### config.mk
export PLATFORM = sky130hd
export DESIGN_NAME = multiply_and_add_inverse
export DESIGN_NICKNAME = d
export VERILOG_FILES = /design/src/rtl/params.sv /design/src/rtl/div_step.sv /design/src/rtl/multiply_and_add_inverse.sv
export SDC_FILE = /design/constraint.sdc
export NUM_CORES = 1
export LEC_CHECK = 0
export BUFFER_PORTS_ARGS = -buffer_cell sky130_fd_sc_hd__buf_2
export CORE_MARGIN = 3
export CORE_UTILIZATION = 58
export DETAILED_ROUTE_END_ITERATION = 10
export PLACE_DENSITY = 0.8
export SKIP_CTS_REPAIR_TIMING = 1
export SLEW_MARGIN = 20
export SYNTH_ARGS = -nofsm -noshare
export SYNTH_HDL_FRONTEND = slang
export SYNTH_SLANG_ARGS = --single-unit
### constraint.sdc
create_clock -name clock -period 3.3 [get_ports clock]
set_clock_uncertainty 0.1 [all_clocks]
set_input_delay 0.66 -clock clock [delete_from_list [all_inputs] [get_ports clock]]
set_output_delay 0.66 -clock clock [all_outputs]
set_load 0.03 [all_outputs]
### src/rtl/params.sv
// Shared widths and types for the multiply-and-add datapath and its inverse.
package params;
  localparam int INPUT_SIZE  = 8;
  localparam int OUTPUT_SIZE = 17;

  typedef enum logic [1:0] {IDLE, SUBTRACT, DIVIDE, DONE} inv_state_t;
  typedef logic [OUTPUT_SIZE-1:0] wide_t;
endpackage

### src/rtl/div_step.sv
// One restoring-division step: shift in a dividend bit, subtract the divisor if it fits.
module div_step #(
  parameter int INPUT_SIZE = 8
) (
  input  logic [INPUT_SIZE:0]   i_rem,
  input  logic                  i_dividend_bit,
  input  logic [INPUT_SIZE-1:0] i_divisor,
  output logic [INPUT_SIZE:0]   o_rem,
  output logic                  o_quot_bit
);
  logic [INPUT_SIZE+1:0] w_shift;
  logic [INPUT_SIZE+1:0] w_sub;

  always_comb begin
    w_shift    = {i_rem, i_dividend_bit};
    w_sub      = w_shift - {2'b00, i_divisor};
    o_quot_bit = (w_shift >= {2'b00, i_divisor});
    // The kept remainder is always below the divisor, so the top bit drops safely.
    o_rem      = o_quot_bit ? w_sub[INPUT_SIZE:0] : w_shift[INPUT_SIZE:0];
  end
endmodule

### src/rtl/multiply_and_add_inverse.sv
// Recovers A = (result - C) / B with remainder using a bit-serial restoring divider.
// Optional MULADD_RANGE_CHECK_EN adds a_overflow (quotient wider than INPUT_SIZE bits).
module multiply_and_add_inverse
  import params::inv_state_t, params::IDLE, params::SUBTRACT, params::DIVIDE, params::DONE;
#(
  parameter int INPUT_SIZE  = params::INPUT_SIZE,
  parameter int OUTPUT_SIZE = params::OUTPUT_SIZE
) (
  input  logic                   clock,
  input  logic                   reset_n,
  // Handshakes: a transfer occurs on a rising edge where valid and ready are both 1;
  // the source holds valid and data stable until then.
  input  logic                   in_valid,
  output logic                   in_ready,
  input  logic [OUTPUT_SIZE-1:0] result,
  input  logic [INPUT_SIZE-1:0]  B,
  input  logic [INPUT_SIZE-1:0]  C,
  output logic                   out_valid,
  input  logic                   out_ready,
  output logic [OUTPUT_SIZE-1:0] A,
  output logic [OUTPUT_SIZE-1:0] remainder,
  output logic                   err_div0,
  output logic                   err_underflow,
`ifdef MULADD_RANGE_CHECK_EN
  output logic                   a_overflow,
`endif
  output inv_state_t             dbg_state
);
  localparam int CNT_W = $clog2(OUTPUT_SIZE);
  localparam int REM_W = INPUT_SIZE + 1;

  inv_state_t             r_state;
  logic [OUTPUT_SIZE-1:0] r_result;
  logic [INPUT_SIZE-1:0]  r_b;
  logic [INPUT_SIZE-1:0]  r_c;
  logic [OUTPUT_SIZE-1:0] r_dividend;
  logic [OUTPUT_SIZE-2:0] r_quot;
  logic [REM_W-1:0]       r_part_rem;
  logic [CNT_W-1:0]       r_cnt;
  logic                   r_in_ready;
  logic                   r_out_valid;
  logic [OUTPUT_SIZE-1:0] r_a;
  logic [OUTPUT_SIZE-1:0] r_remainder;
  logic                   r_err_div0;
  logic                   r_err_underflow;
`ifdef MULADD_RANGE_CHECK_EN
  logic                   r_a_overflow;
`endif

  logic [OUTPUT_SIZE:0]   w_diff;
  logic                   w_borrow;
  logic [REM_W-1:0]       w_step_rem;
  logic                   w_qbit;
  logic [OUTPUT_SIZE-1:0] w_quot_next;

  // One extra bit on the subtraction exposes the borrow for result < C.
  assign w_diff      = {1'b0, r_result} - {{(OUTPUT_SIZE+1-INPUT_SIZE){1'b0}}, r_c};
  assign w_borrow    = w_diff[OUTPUT_SIZE];
  assign w_quot_next = {r_quot, w_qbit};

  div_step #(.INPUT_SIZE(INPUT_SIZE)) u_div_step (
    .i_rem          (r_part_rem),
    .i_dividend_bit (r_dividend[OUTPUT_SIZE-1]),
    .i_divisor      (r_b),
    .o_rem          (w_step_rem),
    .o_quot_bit     (w_qbit)
  );

  always_ff @(posedge clock or negedge reset_n) begin
    if (!reset_n) begin
      r_state         <= IDLE;
      r_result        <= '0;
      r_b             <= '0;
      r_c             <= '0;
      r_dividend      <= '0;
      r_quot          <= '0;
      r_part_rem      <= '0;
      r_cnt           <= '0;
      r_in_ready      <= 1'b1;
      r_out_valid     <= 1'b0;
      r_a             <= '0;
      r_remainder     <= '0;
      r_err_div0      <= 1'b0;
      r_err_underflow <= 1'b0;
`ifdef MULADD_RANGE_CHECK_EN
      r_a_overflow    <= 1'b0;
`endif
    end else begin
      case (r_state)
        IDLE: begin
          if (in_valid && r_in_ready) begin
            r_result        <= result;
            r_b             <= B;
            r_c             <= C;
            r_err_div0      <= 1'b0;
            r_err_underflow <= 1'b0;
            r_in_ready      <= 1'b0;
            r_state         <= SUBTRACT;
          end
        end
        SUBTRACT: begin
          if (w_borrow) begin
            r_err_underflow <= 1'b1;
            r_a             <= '0;
            r_remainder     <= '0;
`ifdef MULADD_RANGE_CHECK_EN
            r_a_overflow    <= 1'b0;
`endif
            r_out_valid     <= 1'b1;
            r_state         <= DONE;
          end else if (r_b == '0) begin
            r_err_div0      <= 1'b1;
            r_a             <= '1;
            r_remainder     <= w_diff[OUTPUT_SIZE-1:0];
`ifdef MULADD_RANGE_CHECK_EN
            r_a_overflow    <= 1'b0;
`endif
            r_out_valid     <= 1'b1;
            r_state         <= DONE;
          end else begin
            r_dividend      <= w_diff[OUTPUT_SIZE-1:0];
            r_part_rem      <= '0;
            r_quot          <= '0;
            r_cnt           <= CNT_W'(OUTPUT_SIZE - 1);
            r_state         <= DIVIDE;
          end
        end
        DIVIDE: begin
          r_dividend <= {r_dividend[OUTPUT_SIZE-2:0], 1'b0};
          r_part_rem <= w_step_rem;
          r_quot     <= w_quot_next[OUTPUT_SIZE-2:0];
          r_cnt      <= r_cnt - CNT_W'(1);
          if (r_cnt == '0) begin
            r_a          <= w_quot_next;
            r_remainder  <= {{(OUTPUT_SIZE-REM_W){1'b0}}, w_step_rem};
`ifdef MULADD_RANGE_CHECK_EN
            r_a_overflow <= |w_quot_next[OUTPUT_SIZE-1:INPUT_SIZE];
`endif
            r_out_valid  <= 1'b1;
            r_state      <= DONE;
          end
        end
        DONE: begin
          if (out_ready) begin
            r_out_valid <= 1'b0;
            r_in_ready  <= 1'b1;
            r_state     <= IDLE;
          end
        end
        default: r_state <= IDLE;
      endcase
    end
  end

  assign in_ready      = r_in_ready;
  assign out_valid     = r_out_valid;
  assign A             = r_a;
  assign remainder     = r_remainder;
  assign err_div0      = r_err_div0;
  assign err_underflow = r_err_underflow;
`ifdef MULADD_RANGE_CHECK_EN
  assign a_overflow    = r_a_overflow;
`endif
  assign dbg_state     = r_state;
endmodule

==> Word level (Yosys, flattened, before mapping) <==
Cells that the tools add are included.
{ "classes": {"n_eq_ne": 11, "magnitude_cmp": 1, "n_addsub": 3, "n_reduce_logical": 16, "n_mux": 39} }
{ "ops": {"columns": ["op", "n"], "rows": [
  ["$mux 17", 8],
  ["$pmux 17 s2", 3],
  ["$mux 16", 2],
  ["$pmux 16 s2", 1],
  ["$mux 9", 3],
  ["$pmux 9 s2", 1],
  ["$sub 17x8->18", 1],
  ["$reduce_and 3->1", 5],
  ["$ne 2x2->1 const B", 7],
  ["$ge 10x8->1", 1],
  ["$mux 1", 10],
  ["$mux 5", 2],
  ["$pmux 5 s2", 1],
  ["$sub 9x8->9", 1],
  ["$logic_not 8->1", 1],
  ["$pmux 2 s4", 1],
  ["$reduce_and 4->1", 2],
  ["$mux 2", 3],
  ["$pmux 1 s2", 3],
  ["$reduce_bool 2->1", 3],
  ["$logic_not 5->1", 1],
  ["$sub 5x1->5 const B", 1],
  ["$eq 2x2->1 const B", 2],
  ["$ne 3x3->1 const B", 1],
  ["other kinds (6)", 6]
]} }
{ "totals": {"out_inout_bits": 40, "reg_bits": 120, "input_bits": 37, "wordCells": 84} }

==> Longest topological paths before layout <==
{ "depth": {"word_depth": 4, "mapped_depth": 11, "mapped_depth_nobuf": 10} }

==> By module <==
A second synthesis with hierarchy kept.
{ "unflattened": {"hier_cells": 607, "area_unflattened_um2": 6242.2} }
{ "modules_own_cells": {"columns": ["mod", "seq_area_each_um2", "cells_per_inst", "n_inst", "area_per_inst_um2"], "rows": [
  ["multiply_and_add_inverse", 3004.1, 535, 1, 5700.5],
  ["div_step", 0.0, 72, 1, 541.8]
]} }

==> Least setup slack after synthesis <==
OpenSTA, ideal clock, no wires.
{ "synth_path": {"kind": "reg-to-reg", "start": "register r_dividend[16]", "end": "register r_remainder[8] (netlist: remainder[8])", "setup_time_ps": 125, "period_less_slack_ps": 2605, "required_ps": 3075, "arrival_ps": 2381, "slack_ps": 695, "n_path_buf": 1, "path_stages_with_launch": 11, "path_cell_list": "dfrtp_1 inv_1 ha_1 inv_1 fa_1 nand3_1 a31oi_1 or4_1 clkbuf_1 a32o_1 mux2_2"} }
{ "synth_between": {"elab_chain_len": 4, "elab_cells_between_ends": 5, "classes_between": "add/sub (1); order compare (1); mux (3)"} }
{ "synth_rtl": {"columns": ["item", "line", "text"], "rows": [
  ["start, declared", "multiply_and_add_inverse.sv:36", "logic [OUTPUT_SIZE-1:0] r_dividend;"],
  ["start signal, assigned", "multiply_and_add_inverse.sv:121", "r_dividend <= w_diff[OUTPUT_SIZE-1:0];"],
  ["start signal, assigned", "multiply_and_add_inverse.sv:129", "r_dividend <= {r_dividend[OUTPUT_SIZE-2:0], 1'b0};"],
  ["$sub 9x8->9 / $ge 10x8->1 (equally long branches)", "div_step.sv:16, div_step.sv:17", null],
  ["$mux 9 (*)", "div_step.sv:19", "o_rem = o_quot_bit ? w_sub[INPUT_SIZE:0] : w_shift[INPUT_SIZE:0];"],
  ["$mux 17 (*)", "multiply_and_add_inverse.sv:133", "if (r_cnt == '0) begin"],
  ["$pmux 17 s2 (*)", "multiply_and_add_inverse.sv:89", "case (r_state)"],
  ["end signal, assigned", "multiply_and_add_inverse.sv:114", "r_remainder <= w_diff[OUTPUT_SIZE-1:0];"],
  ["end signal, assigned", "multiply_and_add_inverse.sv:135", "r_remainder <= {{(OUTPUT_SIZE-REM_W){1'b0}}, w_step_rem};"],
  ["end, declared", "multiply_and_add_inverse.sv:43", "logic [OUTPUT_SIZE-1:0] r_remainder;"]
]} }
Every way passes the cells marked *; elsewhere a longest branch is shown, timed or not. The select of a mux whose other input is x is not followed.
A chain may end at the register's enable or synchronous reset.

==> Worst setup path after layout <==
{ "layout_path": {"start": "register r_c[6]", "end": "register r_dividend[3]"} }
{ "layout_between": {"elab_chain_len": 3} }
{ "layout_rtl": {"columns": ["item", "line", "text"], "rows": [
  ["start, declared", "multiply_and_add_inverse.sv:35", "logic [INPUT_SIZE-1:0] r_c;"],
  ["start signal, assigned", "multiply_and_add_inverse.sv:74", "r_c <= '0;"],
  ["start signal, assigned", "multiply_and_add_inverse.sv:94", "r_c <= C;"],
  ["$sub 17x8->18", "multiply_and_add_inverse.sv:57", "assign w_diff = {1'b0, r_result} - {{(OUTPUT_SIZE+1-INPUT_SIZE){1'b0}}, r_c};"],
  ["$ne 2x2->1 (no source line)", null, null],
  ["$reduce_and 3->1 (no source line)", null, null]
]} }
Every way passes these cells.

==> impl_metrics.json <==
{
  "r2r-start": "r_c[6]",
  "cp.arrival_ns": 3.32,
  "path_class": "reg2reg",
  "critPathTopFamily": "simple AND/OR/NAND/NOR gates",
  "place_hpwl_um": 10890,
  "dr_wl_met2_um": 7634,
  "drv_slew": 0,
  "clkPwrFrac_pct": 21.0,
  "synthFlopType": "dfrtp_1",
  "wirelength_um": 15930,
  "powerDensity_mw_per_mm2": 1216,
  "clk_pin_slew_ns": 0.06,
  "setup_viol": 0,
  "cp_max_fo": 11,
  "post-route-min-period_ns": 3.025,
  "antenna_found_initial": 0,
  "hold_viol_final": 0,
  "synth_most_common_cell": "dfrtp_1",
  "synthToLayoutAreaGrowth_pct": 17.95,
  "intPower_mw": 4.995,
  "synth_edf_count": 0,
  "htreeDepth": 4,
  "rsz0062_at_grt": "false",
  "syn-cell-area_mm2": 0.006300,
  "outcome": "complete, no violations",
  "fp.dieH_um": 110.2,
  "peakVddDrop_mv": 0.7523,
  "rows": 37,
  "synthCells": 571,
  "crit_path_end_kind": "register",
  "cts_tree": "yes",
  "start_util_pct": 60.21,
  "dr.pass1.iters": 5,
  "yosysUniqueCellTypes": 76,
  "ios": 77,
  "reg2regPathDepth": 9,
  "clock_tree.buffer_depth": 2,
  "p_comb_share_pct": 52.2,
  "tns_ns": 0,
  "grt_pass1_wl_um": 25990,
  "min_path_type": "in2async",
  "reg2reg_to": "r_dividend[3]",
  "cp-start-kind": "register",
  "numClockSinks": 120,
  "first_iter_violations": 640,
  "critPathRequiredTime_ns": 3.60,
  "via_per_inst": 6.384,
  "dr_wl_met3_um": 1112,
  "place_congestion": 0.9176,
  "yosysTopAreaCell": "dfrtp_1",
  "die_area_mm2": 0.01215,
  "synth_top_area_share_pct": 47.27,
  "cts_made_buffers": 17,
  "p_leak_nw": 3.489,
  "ant_nets": 0,
  "clock.fmax_mhz": 330.6,
  "avgSynthCellArea_um2": 11.03,
  "overflow": 0,
  "synthArstFlopShare_pct": 100.0,
  "holdWs_ns": 0.06237,
  "slowest_stage": "a211oi_4",
  "n_antenna_cell": 0,
  "seqPwrFrac_pct": 26.8,
  "grt_pass1_vias": 4997,
  "p_sw_share_pct": 44.72,
  "synthTopCellsByArea": "dfrtp_1 (47%), mux2_2 (6.4%), ha_1 (4.4%)",
  "yosys_warnings": 0,
  "synth_seq_area_share_pct": 47.69,
  "top_layer_used": "met4",
  "drv_cap": 0,
  "routedLengthMet1_um": 6865,
  "p_switching_mw": 4.042,
  "cp_num_buf_inv": 2,
  "vias": 5101,
  "syn-num-nets": 632,
  "synth_common_cells": "dfrtp_1 (119), inv_1 (37), mux2_2 (36), a21oi_1 (28)",
  "io_buffers": 76,
  "layout.nets": 711,
  "drcViolationCount": 0,
  "crit_path_max_incr_delay_ns": 0.54,
  "path_cells": "inv_1 > ha_1 > a21oi_1 > nor2b_1 > nor2_2 > a211oi_4 > or2_1 > buf_4 > mux2_1",
  "drive_gt1_share_pct": 26.70,
  "wl_per_cell_um": 19.94,
  "core_region_area_mm2": 0.01046,
  "clockRootBuffer": "clkbuf_8",
  "tightestPinTransition_ns": 0.9939,
  "ys_ff_latch": 120,
  "fin_crit_sh_pct": 91.67,
  "die_x_um": 110.2,
  "rrSetupSlack_ns": 0.27,
  "clock_latency_ns": 0.52,
  "track_usage_pct": 27.94,
  "grt_max_degree": 55,
  "slew_headroom_pct": 33.25
}
## cell families (layout without fill, tap and decap cells)
kind of cell             count (synthesis)  after routing  synth area share [%]
AO/OA/AOI/OAI                          167            167                 20.68
AND/OR/NAND/NOR                        122            122                 10.33
flip-flops                             120            120                 47.69
buffers and inverters                   68            160                 4.588
multiplexers                            55             55                 9.633
adder cells (fa/ha/maj)                 24             24                 5.005
XOR/XNOR                                15             15                 2.085
## layout make-up
| cell class | count | area (um2) |
|---|---|---|
| clock buffer | 17 | 414.1 |
| tap | 136 | 170.2 |
| timing repair buffer | 91 | 508.0 |
| sequential | 120 | 3004 |
| clock inverter | 15 | 188.9 |
| multi-input combinational | 383 | 3007 |
| inverter | 37 | 138.9 |
| fill | 774 | 3032 |
## layer usage
| metal | vias up | track usage (%) |
|---|---|---|
| li1 | 2307 | - |
| met1 | 2534 | 37.55 |
| met2 | 228 | 44.54 |
| met3 | 32 | 6.639 |
| met4 | 0 | 9.850 |
| met5 | - | 0 |
## sequential cells by signal, indices dropped and copies added, names as in the netlist
signal         flops
in_ready           1
r_part_rem         9
out_valid          1
r_b                8
A                 17
dbg_state          2
r_quot            16
r_result          17
remainder         17
r_cnt              5
r_dividend        17
r_c                8
err_underflow      1
err_div0           1
## cell usage in the layout, fill, tap and decap left out, types with 3 or more instances in the layout
cell,count
inv_1,37
o31a_1,4
o21a_1,3
nand2_1,27
clkbuf_16,16
a31oi_1,6
nor2_1,27
a221o_1,19
mux2_2,36
xnor2_1,6
nand2b_1,4
xor2_1,9
a221oi_1,6
o31ai_1,6
a22o_1,19
a211oi_1,6
nand3_1,11
o21ai_0,16
ha_1,22
o2bb2ai_1,8
nor2b_1,3
nor3_1,16
a21oi_1,28
buf_4,15
dfrtp_1,119
nor4_1,7
mux2i_1,10
and2_1,3
and3_1,3
inv_6,6
o21ai_1,3
clkinv_4,3
bufinv_16,3
a311oi_1,3
a21o_1,7
buf_2,75
mux2_1,9
## per-stage QoR
stage	total power [mW]	instance area [um2]	cells	setup WS, ns	util, %
after floorplan	5.840	6300	571	0.6947	-
after global placement	6.845	6828	767	0.4345	65.26
after detailed placement	7.024	6828	767	0.3759	65.26
after CTS	8.983	7431	799	0.3275	71.02
after global routing	9.620	7431	799	0.1343	71.02
final	9.037	7431	799	0.2749	71.02
## power by group through the flow
stage | registers [mW] | logic (mW) | clock network (mW)
final | 2.43 | 4.72 | 1.89
after global routing | 2.50 | 5.14 | 1.98
after CTS | 2.42 | 4.65 | 1.91
after detailed placement | 2.44 | 4.59 | 0
after global placement | 2.40 | 4.45 | 0
after floorplan | 2.55 | 3.29 | 0
## worst max-delay path by stage
stage	startpoint	end	slack [ns]	cells past startpoint
after global placement	r_dividend[16]	r_part_rem[7]	0.43	10
after floorplan	r_dividend[16]	remainder[8]	0.69	10
after global routing	r_c[6]	remainder[14]	0.13	8
after detailed placement	r_dividend[16]	remainder[7]	0.38	10
final	r_c[6]	r_dividend[3]	0.27	9
after CTS	r_dividend[16]	r_part_rem[7]	0.33	10
No activity file was read; power rests on OpenSTA's default activity.
